**src/rtl/regfile_arbiter_if.sv**
```systemverilog
// rtl/regfile_arbiter_if.sv - two-requester command/response bundle for the register-file arbiter
interface regfile_arbiter_if #(
    parameter int ADDR_WIDTH = 3,
    parameter int DATA_WIDTH = 16
);
    logic                  req0_valid;
    logic                  req0_wr;
    logic [ADDR_WIDTH-1:0] req0_addr;
    logic [DATA_WIDTH-1:0] req0_wdata;
    logic                  req0_ready;
    logic                  rsp0_valid;
    logic [DATA_WIDTH-1:0] rsp0_rdata;

    logic                  req1_valid;
    logic                  req1_wr;
    logic [ADDR_WIDTH-1:0] req1_addr;
    logic [DATA_WIDTH-1:0] req1_wdata;
    logic                  req1_ready;
    logic                  rsp1_valid;
    logic [DATA_WIDTH-1:0] rsp1_rdata;

    modport master (
        output req0_valid, req0_wr, req0_addr, req0_wdata,
        output req1_valid, req1_wr, req1_addr, req1_wdata,
        input  req0_ready, rsp0_valid, rsp0_rdata,
        input  req1_ready, rsp1_valid, rsp1_rdata
    );

    modport slave (
        input  req0_valid, req0_wr, req0_addr, req0_wdata,
        input  req1_valid, req1_wr, req1_addr, req1_wdata,
        output req0_ready, rsp0_valid, rsp0_rdata,
        output req1_ready, rsp1_valid, rsp1_rdata
    );
endinterface

```
**src/rtl/regfile_arbiter.sv**
```systemverilog
// rtl/regfile_arbiter.sv - round-robin sequencer serialising two requesters onto a single-port register file
module regfile_arbiter #(
    parameter int ADDR_WIDTH = 3,
    parameter int DATA_WIDTH = 16
) (
    input  logic                  clk,
    input  logic                  rst,
    regfile_arbiter_if.slave      req,
    output logic                  rf_WrEn,
    output logic                  rf_RdEn,
    output logic [ADDR_WIDTH-1:0] rf_address,
    output logic [DATA_WIDTH-1:0] rf_WrData,
    input  logic [DATA_WIDTH-1:0] rf_RdData,
    output logic                  busy
);
    typedef enum logic [1:0] {S_IDLE, S_ISSUE, S_WAIT, S_RESP} state_t;

    state_t                r_state;
    logic                  r_prio;
    logic                  r_owner;
    logic                  r_wr;
    logic                  r_wr_en;
    logic                  r_rd_en;
    logic [ADDR_WIDTH-1:0] r_addr;
    logic [DATA_WIDTH-1:0] r_wdata;
    logic                  r_rsp0_valid;
    logic                  r_rsp1_valid;
    logic [DATA_WIDTH-1:0] r_rsp0_rdata;
    logic [DATA_WIDTH-1:0] r_rsp1_rdata;

    logic                  w_idle;
    logic                  w_gnt0;
    logic                  w_gnt1;
    logic                  w_sel_wr;
    logic [ADDR_WIDTH-1:0] w_sel_addr;
    logic [DATA_WIDTH-1:0] w_sel_wdata;

    // Ready is withheld while rst is high so no command is accepted and then lost.
    assign w_idle      = (r_state == S_IDLE) && !rst;
    assign w_gnt0      = w_idle && req.req0_valid && (!req.req1_valid || !r_prio);
    assign w_gnt1      = w_idle && req.req1_valid && (!req.req0_valid ||  r_prio);
    assign w_sel_wr    = w_gnt1 ? req.req1_wr    : req.req0_wr;
    assign w_sel_addr  = w_gnt1 ? req.req1_addr  : req.req0_addr;
    assign w_sel_wdata = w_gnt1 ? req.req1_wdata : req.req0_wdata;

    assign req.req0_ready = w_gnt0;
    assign req.req1_ready = w_gnt1;
    assign req.rsp0_valid = r_rsp0_valid;
    assign req.rsp1_valid = r_rsp1_valid;
    assign req.rsp0_rdata = r_rsp0_rdata;
    assign req.rsp1_rdata = r_rsp1_rdata;

    assign rf_WrEn    = r_wr_en;
    assign rf_RdEn    = r_rd_en;
    assign rf_address = r_addr;
    assign rf_WrData  = r_wdata;
    assign busy       = (r_state != S_IDLE);

    always_ff @(posedge clk) begin
        if (rst) begin
            r_state      <= S_IDLE;
            r_prio       <= 1'b0;
            r_owner      <= 1'b0;
            r_wr         <= 1'b0;
            r_wr_en      <= 1'b0;
            r_rd_en      <= 1'b0;
            r_addr       <= '0;
            r_wdata      <= '0;
            r_rsp0_valid <= 1'b0;
            r_rsp1_valid <= 1'b0;
            r_rsp0_rdata <= '0;
            r_rsp1_rdata <= '0;
        end else begin
            r_wr_en      <= 1'b0;
            r_rd_en      <= 1'b0;
            r_rsp0_valid <= 1'b0;
            r_rsp1_valid <= 1'b0;
            case (r_state)
                S_IDLE: begin
                    if (w_gnt0 || w_gnt1) begin
                        r_owner <= w_gnt1;
                        r_wr    <= w_sel_wr;
                        r_addr  <= w_sel_addr;
                        r_wdata <= w_sel_wdata;
                        r_wr_en <= w_sel_wr;
                        r_rd_en <= !w_sel_wr;
                        r_state <= S_ISSUE;
                    end
                end
                S_ISSUE: begin
                    if (r_wr) begin
                        r_rsp0_valid <= !r_owner;
                        r_rsp1_valid <= r_owner;
                        r_rsp0_rdata <= '0;
                        r_rsp1_rdata <= '0;
                        r_state      <= S_RESP;
                    end else begin
                        r_state      <= S_WAIT;
                    end
                end
                S_WAIT: begin
                    // RF registered its read on the ISSUE edge, so RdData is valid now.
                    r_rsp0_valid <= !r_owner;
                    r_rsp1_valid <= r_owner;
                    if (r_owner) r_rsp1_rdata <= rf_RdData;
                    else         r_rsp0_rdata <= rf_RdData;
                    r_state <= S_RESP;
                end
                S_RESP: begin
                    r_rsp0_rdata <= '0;
                    r_rsp1_rdata <= '0;
                    r_prio       <= !r_owner;
                    r_state      <= S_IDLE;
                end
                default: r_state <= S_IDLE;
            endcase
        end
    end
endmodule

```
**src/flat_wrapper.sv**
```systemverilog
// flat-port wrapper written by rule: the top's interface ports become plain ports
module regfile_arbiter_flat 
#(
    parameter int ADDR_WIDTH = 3,
    parameter int DATA_WIDTH = 16
)
  (clk, rst, rf_WrEn, rf_RdEn, rf_address, rf_WrData, rf_RdData, busy, req_req0_valid, req_req0_wr, req_req0_addr, req_req0_wdata, req_req1_valid, req_req1_wr, req_req1_addr, req_req1_wdata, req_req0_ready, req_rsp0_valid, req_rsp0_rdata, req_req1_ready, req_rsp1_valid, req_rsp1_rdata);
  regfile_arbiter_if #(.ADDR_WIDTH(ADDR_WIDTH), .DATA_WIDTH(DATA_WIDTH)) req_i ();
  input  logic clk;
  input  logic rst;
  output logic rf_WrEn;
  output logic rf_RdEn;
  output logic [ADDR_WIDTH-1:0] rf_address;
  output logic [DATA_WIDTH-1:0] rf_WrData;
  input  logic [DATA_WIDTH-1:0] rf_RdData;
  output logic busy;
  input wire logic [$bits(req_i.req0_valid)-1:0] req_req0_valid;
  input wire logic [$bits(req_i.req0_wr)-1:0] req_req0_wr;
  input wire logic [$bits(req_i.req0_addr)-1:0] req_req0_addr;
  input wire logic [$bits(req_i.req0_wdata)-1:0] req_req0_wdata;
  input wire logic [$bits(req_i.req1_valid)-1:0] req_req1_valid;
  input wire logic [$bits(req_i.req1_wr)-1:0] req_req1_wr;
  input wire logic [$bits(req_i.req1_addr)-1:0] req_req1_addr;
  input wire logic [$bits(req_i.req1_wdata)-1:0] req_req1_wdata;
  output wire logic [$bits(req_i.req0_ready)-1:0] req_req0_ready;
  output wire logic [$bits(req_i.rsp0_valid)-1:0] req_rsp0_valid;
  output wire logic [$bits(req_i.rsp0_rdata)-1:0] req_rsp0_rdata;
  output wire logic [$bits(req_i.req1_ready)-1:0] req_req1_ready;
  output wire logic [$bits(req_i.rsp1_valid)-1:0] req_rsp1_valid;
  output wire logic [$bits(req_i.rsp1_rdata)-1:0] req_rsp1_rdata;
  assign req_i.req0_valid = req_req0_valid;
  assign req_i.req0_wr = req_req0_wr;
  assign req_i.req0_addr = req_req0_addr;
  assign req_i.req0_wdata = req_req0_wdata;
  assign req_i.req1_valid = req_req1_valid;
  assign req_i.req1_wr = req_req1_wr;
  assign req_i.req1_addr = req_req1_addr;
  assign req_i.req1_wdata = req_req1_wdata;
  assign req_req0_ready = req_i.req0_ready;
  assign req_rsp0_valid = req_i.rsp0_valid;
  assign req_rsp0_rdata = req_i.rsp0_rdata;
  assign req_req1_ready = req_i.req1_ready;
  assign req_rsp1_valid = req_i.rsp1_valid;
  assign req_rsp1_rdata = req_i.rsp1_rdata;
  regfile_arbiter #(.ADDR_WIDTH(ADDR_WIDTH), .DATA_WIDTH(DATA_WIDTH)) u_core (.clk(clk), .rst(rst), .req(req_i), .rf_WrEn(rf_WrEn), .rf_RdEn(rf_RdEn), .rf_address(rf_address), .rf_WrData(rf_WrData), .rf_RdData(rf_RdData), .busy(busy));
endmodule
```
**config.mk**
```make
export PLATFORM = sky130hd
export DESIGN_NAME = regfile_arbiter_flat
export DESIGN_NICKNAME = d
export VERILOG_FILES = /design/src/rtl/regfile_arbiter_if.sv /design/src/rtl/regfile_arbiter.sv /design/src/flat_wrapper.sv
export SDC_FILE = /design/constraint.sdc
export NUM_CORES = 1
export LEC_CHECK = 0
export ABC_CLOCK_PERIOD_IN_PS = 3100
export BUFFER_PORTS_ARGS = -buffer_cell sky130_fd_sc_hd__buf_2
export CAP_MARGIN = 5
export CORE_MARGIN = 1.5
export CORE_UTILIZATION = 50
export CTS_BUF_LIST = sky130_fd_sc_hd__clkbuf_4 sky130_fd_sc_hd__clkbuf_8 sky130_fd_sc_hd__clkbuf_16
export CTS_CLUSTER_DIAMETER = 40
export CTS_CLUSTER_SIZE = 16
export DETAILED_ROUTE_END_ITERATION = 8
export PLACE_DENSITY = 0.84
export SLEW_MARGIN = 20
export SYNTH_ARGS = -nofsm -noshare
export SYNTH_HDL_FRONTEND = slang
export SYNTH_SLANG_ARGS = --single-unit
```
**constraint.sdc**
```tcl
create_clock -name clk -period 3.1 [get_ports clk]
set_input_delay 0.155 -clock clk [delete_from_list [all_inputs] [get_ports clk]]
set_output_delay 0.155 -clock clk [all_outputs]
set_load 0.01 [all_outputs]
```
# Yosys cells after proc, flatten, opt, wreduce, memory -nomap -nowiden
# Cells that the tools add are included.
# op_classes
n_eq_ne	7
n_mux	15
bitwise_logic	2
n_reduce_logical	21
# op_table
operator	count
$pmux W16 S3	2
$mux W16	4
$pmux W2 S4	1
$logic_not A1 Y1	6
$reduce_and A3 Y1	2
$logic_and A1 B1 Y1	5
$eq A2 B2 Y1 const B	2
$mux W1	4
$ne A2 B1 Y1 const B	2
$ne A2 B2 Y1 const B	2
$pmux W1 S2	2
$logic_or A1 B1 Y1	3
$mux W3	1
$reduce_bool A3 Y1	1
$reduce_or A3 Y1	1
$eq A2 B1 Y1 const B	1
$logic_not A2 Y1	1
$mux W2	1
$not A1 Y1	2
$reduce_and A2 Y1	1
$reduce_bool A2 Y1	1
# totals
regBits	60
inputBits	60
out_inout_bits	58

# Depth between registers and ports, before layout
# depth
word_depth	7
mapped_depth	7
depth_no_buf	5

# Least setup slack after synthesis
# Ideal clock, no wire load.
# synth_timing
path_type	register to register
startpoint	register u_core.r_state[0]
endpoint	register u_core.r_rsp0_rdata[10], in the netlist u_core.req.rsp0_rdata[10]
arrival_time_ns	1.493
required_ns	2.980
path_slack_ns	1.488
path_stages_with_launch	8
path_buffers	3
synth_period_minus_slack_ns	1.612
cell_sequence	dfxtp_1 inv_1 ha_1 buf_2 a221o_1 buf_6 buf_6 mux2i_1
# synth_between
elab_chain_len	3
elab_cells_between_ends	8
# synth_rtl
element	line	rtl
start, declared	regfile_arbiter.sv:18	state_t r_state;
start signal, assigned	regfile_arbiter.sv:61	r_state <= S_IDLE;
start signal, assigned	regfile_arbiter.sv:87	r_state <= S_ISSUE;
start signal, assigned	regfile_arbiter.sv:96	r_state <= S_RESP;
$eq A2 B2 Y1 or $eq A2 B1 Y1 (tied branches)	regfile_arbiter.sv:78	case (r_state)
$ne A2 B2 Y1 (no line), or another cell as far along	--	
$reduce_and A3 Y1 (no line)	--	
end signal, assigned	regfile_arbiter.sv:106	else r_rsp0_rdata <= rf_RdData;
end, declared	regfile_arbiter.sv:28	logic [DATA_WIDTH-1:0] r_rsp0_rdata;
# Several ways; a longest one is shown, not always the timed one.
# A chain may end at the register's enable or synchronous reset.

# Worst setup path in the final report
# layout_timing
startpoint	register u_core.r_state[0]
endpoint	output port req_req0_ready
# layout_between
elab_chain_len	4
# layout_rtl
element	line	rtl
$logic_not A2 Y1	regfile_arbiter.sv:39	assign w_idle = (r_state == S_IDLE) && !rst;
$logic_and A1 B1 Y1	regfile_arbiter.sv:39	
$logic_and A1 B1 Y1 (2 in a row)	regfile_arbiter.sv:40	assign w_gnt0 = w_idle && req.req0_valid && (!req.req1_valid || !r_prio);
end, declared	flat_wrapper.sv:25	output wire logic [$bits(req_i.req0_ready)-1:0] req_req0_ready;
# Every way passes these cells.

==> run summary <==
arrival time at the worst endpoint: 2.15 ns
FP Rows: 26
final worst slack: 0.7987 ns
I/O pin count: 118
Placed Cells: 455
Yosys warning total: 0
area grow syn2layout: 29.68%
grt total ovfl: 0
starting density of the core: 51.68%
hold buffers post-CTS: 0
Critical path buffers and inverters: 3
fin crit share: 74.24%
Nets: 461
largest net degree at the start of global routing: 53
Leakage: 1.631 nW
Fin. Hold Viols: 0
DP Worst Slack: 1.155 ns
CTS tree: done
drt wl/cell: 13.47 µm
initial antenna violation count: 0
Hold Path Sink: u_core.rf_WrData[9]
outcome: completed
min Tclk post-route: 2.301 ns
die area: 0.005688 mm²
share of the synthesized area in the top cell type: 45.80%
flops & latches, synth: 60
CTS resizes: 0
crit path cell chain: inv_1 > ha_1 > nor2b_1 > buf_4 > nand2_1 > a21oi_1 > buf_2
final setup skew: 0.005075 ns
die span in x: 75.42 µm
layout cell share with drive strength beyond 1: 35.16%
Startpoint Class: register
worst min-delay path startpoint: req_req1_wdata[9]
worst hold slack: 0.1005 ns
Reg area: 0.001201 mm²
R2R setup slack: 1.16 ns
Sw Pwr: 689.3 µW
Synth cell types: 30
CP required: 2.94 ns
hold-critical path depth: 3
gpl congestion: 0.7804
R2R Path Start: u_core.r_state[0]
core area: 0.005075 mm²
max incr delay on CP: 0.48 ns
clock root cell: clkbuf_8
Port Buffers: 117
hpwl dp: 4493 µm
clock-pin slew on the worst setup and hold paths: 0.07 ns
Seq/Total Area, Yosys: 45.80%
Initial DRT Pass Iterations: 5
FILL cells: 440
# DRC: 0
worst skew pair latency: 0.33 ns
CP max FO: 14
RSZ-0062 raised after global routing: false
Mean Syn Cell Area: 9.012 µm²
Final Util: 67.01%
sequential power share: 39.3%
Antenna Cells: 0
synthesized instance count: 291
worst r2r path cells: 6
Pwr per Cell Area: 671.6 mW/mm²
Synth area leader: dfxtp_1
Worst VDD drop: 0.0003170 V
final cell count without fillers: 471
pins over their slew limit: 0
Chip Height: 75.42 µm
combinational fraction of design power: 27.2%
CTS buffer count: 9
H-tree levels: 3
clock buffer depth: 2
Internal Pwr Total: 1.595 mW
vias in the first global route: 2142
post-CTS setup repair buffer count: 0
CP endpoint kind: primary output
final wirelength: 6343 µm
Num Clock Sinks: 60
setup TNS: 0 ns
initial DRC count: 67
Vias/cell: 5.418
Vias: 2552
final instance area: 0.003401 mm²
syn nets: 356
total track usage: 21.95%
fmax: 434.5 MHz
end of the worst register-to-register path: u_core.rf_WrData[12]
top post-synthesis cells by area: dfxtp_1 46%, mux2i_1 12%, nand3_1 7.3%, a311oi_1 6.3%, nand2_1 4.9%
Finish-stage setup viols: 0
area of the mapped netlist: 0.002623 mm²
Power Total: 2.284 mW
total of max-cap violations: 0
worst hold path type: in -> reg
net switching share of the total power: 30.18%
CP max-delay cell: nor2b_1
Multi-input gate area: 0.001235 mm²
Clk pwr share: 33.5%
critical path class: reg -> out
CP delay by family, top: buffers and inverters
actual slew at the worst max-slew pin: 0.7942 ns
first-pass GRT wire length: 9349 µm
remaining antenna violation count after routing: 0
DP Area: 0.003181 mm²
Slew HR: 47.05%
==> cell type report <==
cell class,instances,area share [%]
multi-input cells,195,36.31
inverters,7,0.7726
clock buffers,11,4.268
clock inverters,5,2.208
well taps,70,2.575
flip-flops and latches,60,35.32
repair buffers,123,18.54
==> how the worst max path moves through the flow <==
stage	start	endpoint	slack, ns	depth (start not counted)
after global routing	u_core.r_state[0]	req_req0_ready	0.63	7
after floorplan	u_core.r_state[0]	u_core.req.rsp0_rdata[10]	1.49	7
after global placement	u_core.r_state[0]	u_core.req.rsp1_rdata[0]	1.18	5
final	u_core.r_state[0]	req_req0_ready	0.80	7
after CTS	u_core.r_state[0]	req_req0_ready	0.80	7
after detailed placement	u_core.r_state[0]	u_core.req.rsp1_rdata[5]	1.15	5
==> logic make-up (layout without fill, tap and decap cells) <==
kind of cell / after synthesis / after routing / synth area share (%)
flops: 60 / 60 / 45.80
mux: 32 / 32 / 12.21
buf+inv: 36 / 146 / 7.108
simple gates: 85 / 85 / 14.84
compound gates: 73 / 73 / 17.65
fa+ha+maj: 5 / 5 / 2.385
==> power groups by stage <==
stage | clock (mW) | combinational, mW | sequential, mW
floorplan | 0 | 0.457 | 0.938
finish | 0.766 | 0.620 | 0.897
global placement | 0 | 0.614 | 0.912
CTS | 0.785 | 0.626 | 0.896
global route | 0.821 | 0.680 | 0.906
detailed placement | 0 | 0.625 | 0.912
==> cells in the final DEF (no fill, tap or decap), types with 2 or more instances in the layout <==
| cell type | count |
|---|---|
| buf_2 | 117 |
| dfxtp_1 | 60 |
| nand3_1 | 38 |
| nand2_1 | 34 |
| mux2i_1 | 32 |
| a21oi_1 | 23 |
| o21ai_0 | 22 |
| a311oi_1 | 19 |
| clkbuf_8 | 10 |
| buf_4 | 6 |
| inv_1 | 5 |
| ha_1 | 5 |
| nor3_1 | 3 |
| nor2_1 | 3 |
| clkinv_2 | 3 |
| nand2b_1 | 2 |
| a221o_1 | 2 |
| a31oi_1 | 2 |
| bufinv_16 | 2 |
==> cells in the mapped netlist <==
cell type and instances:
a211oi_1 1, a221o_1 2, nor4_1 1, nand2b_1 2, a22oi_1 1, buf_12 1
nor3_1 3, a31oi_1 2, nor2_1 3, nor2b_1 1, a21boi_0 1, o31ai_1 1
o21ai_0 22, inv_1 5, a21oi_1 23, a31o_2 1, nand2_1 34, clkbuf_1 15
buf_6 3, inv_2 1, mux2i_1 32, clkinv_1 1, buf_2 10, dfxtp_1 60
and3_1 1, nand3_1 38, a311oi_1 19, ha_1 5, or2_0 1, and2b_1 1
==> flip-flops by register name, indices dropped and copies added (netlist names) <==
signal	flops
u_core.req.rsp0_rdata	16
u_core.rf_address	3
u_core.req.rsp1_rdata	16
u_core.rf_RdEn	1
u_core.r_state	2
u_core.rf_WrEn	1
u_core.req.rsp1_valid	1
u_core.r_wr	1
u_core.r_owner	1
u_core.r_prio	1
u_core.rf_WrData	16
u_core.req.rsp0_valid	1
==> worst min-delay path: stages <==
cell and delay [ns]:
buf_2 0.10, nand3_1 0.05, a311oi_1 0.08
==> per-layer routing <==
metal / up-vias / part of all wire, % / GRT usage [%]
li1: 1257 / - / -
met1: 1177 / 42 / 23.12
met2: 112 / 49 / 38.60
met3: 6 / 8.0 / 6.878
met4: 0 / 1.2 / 12.50
met5: - / 0 / 0
No activity file was read; power rests on OpenSTA's default activity.
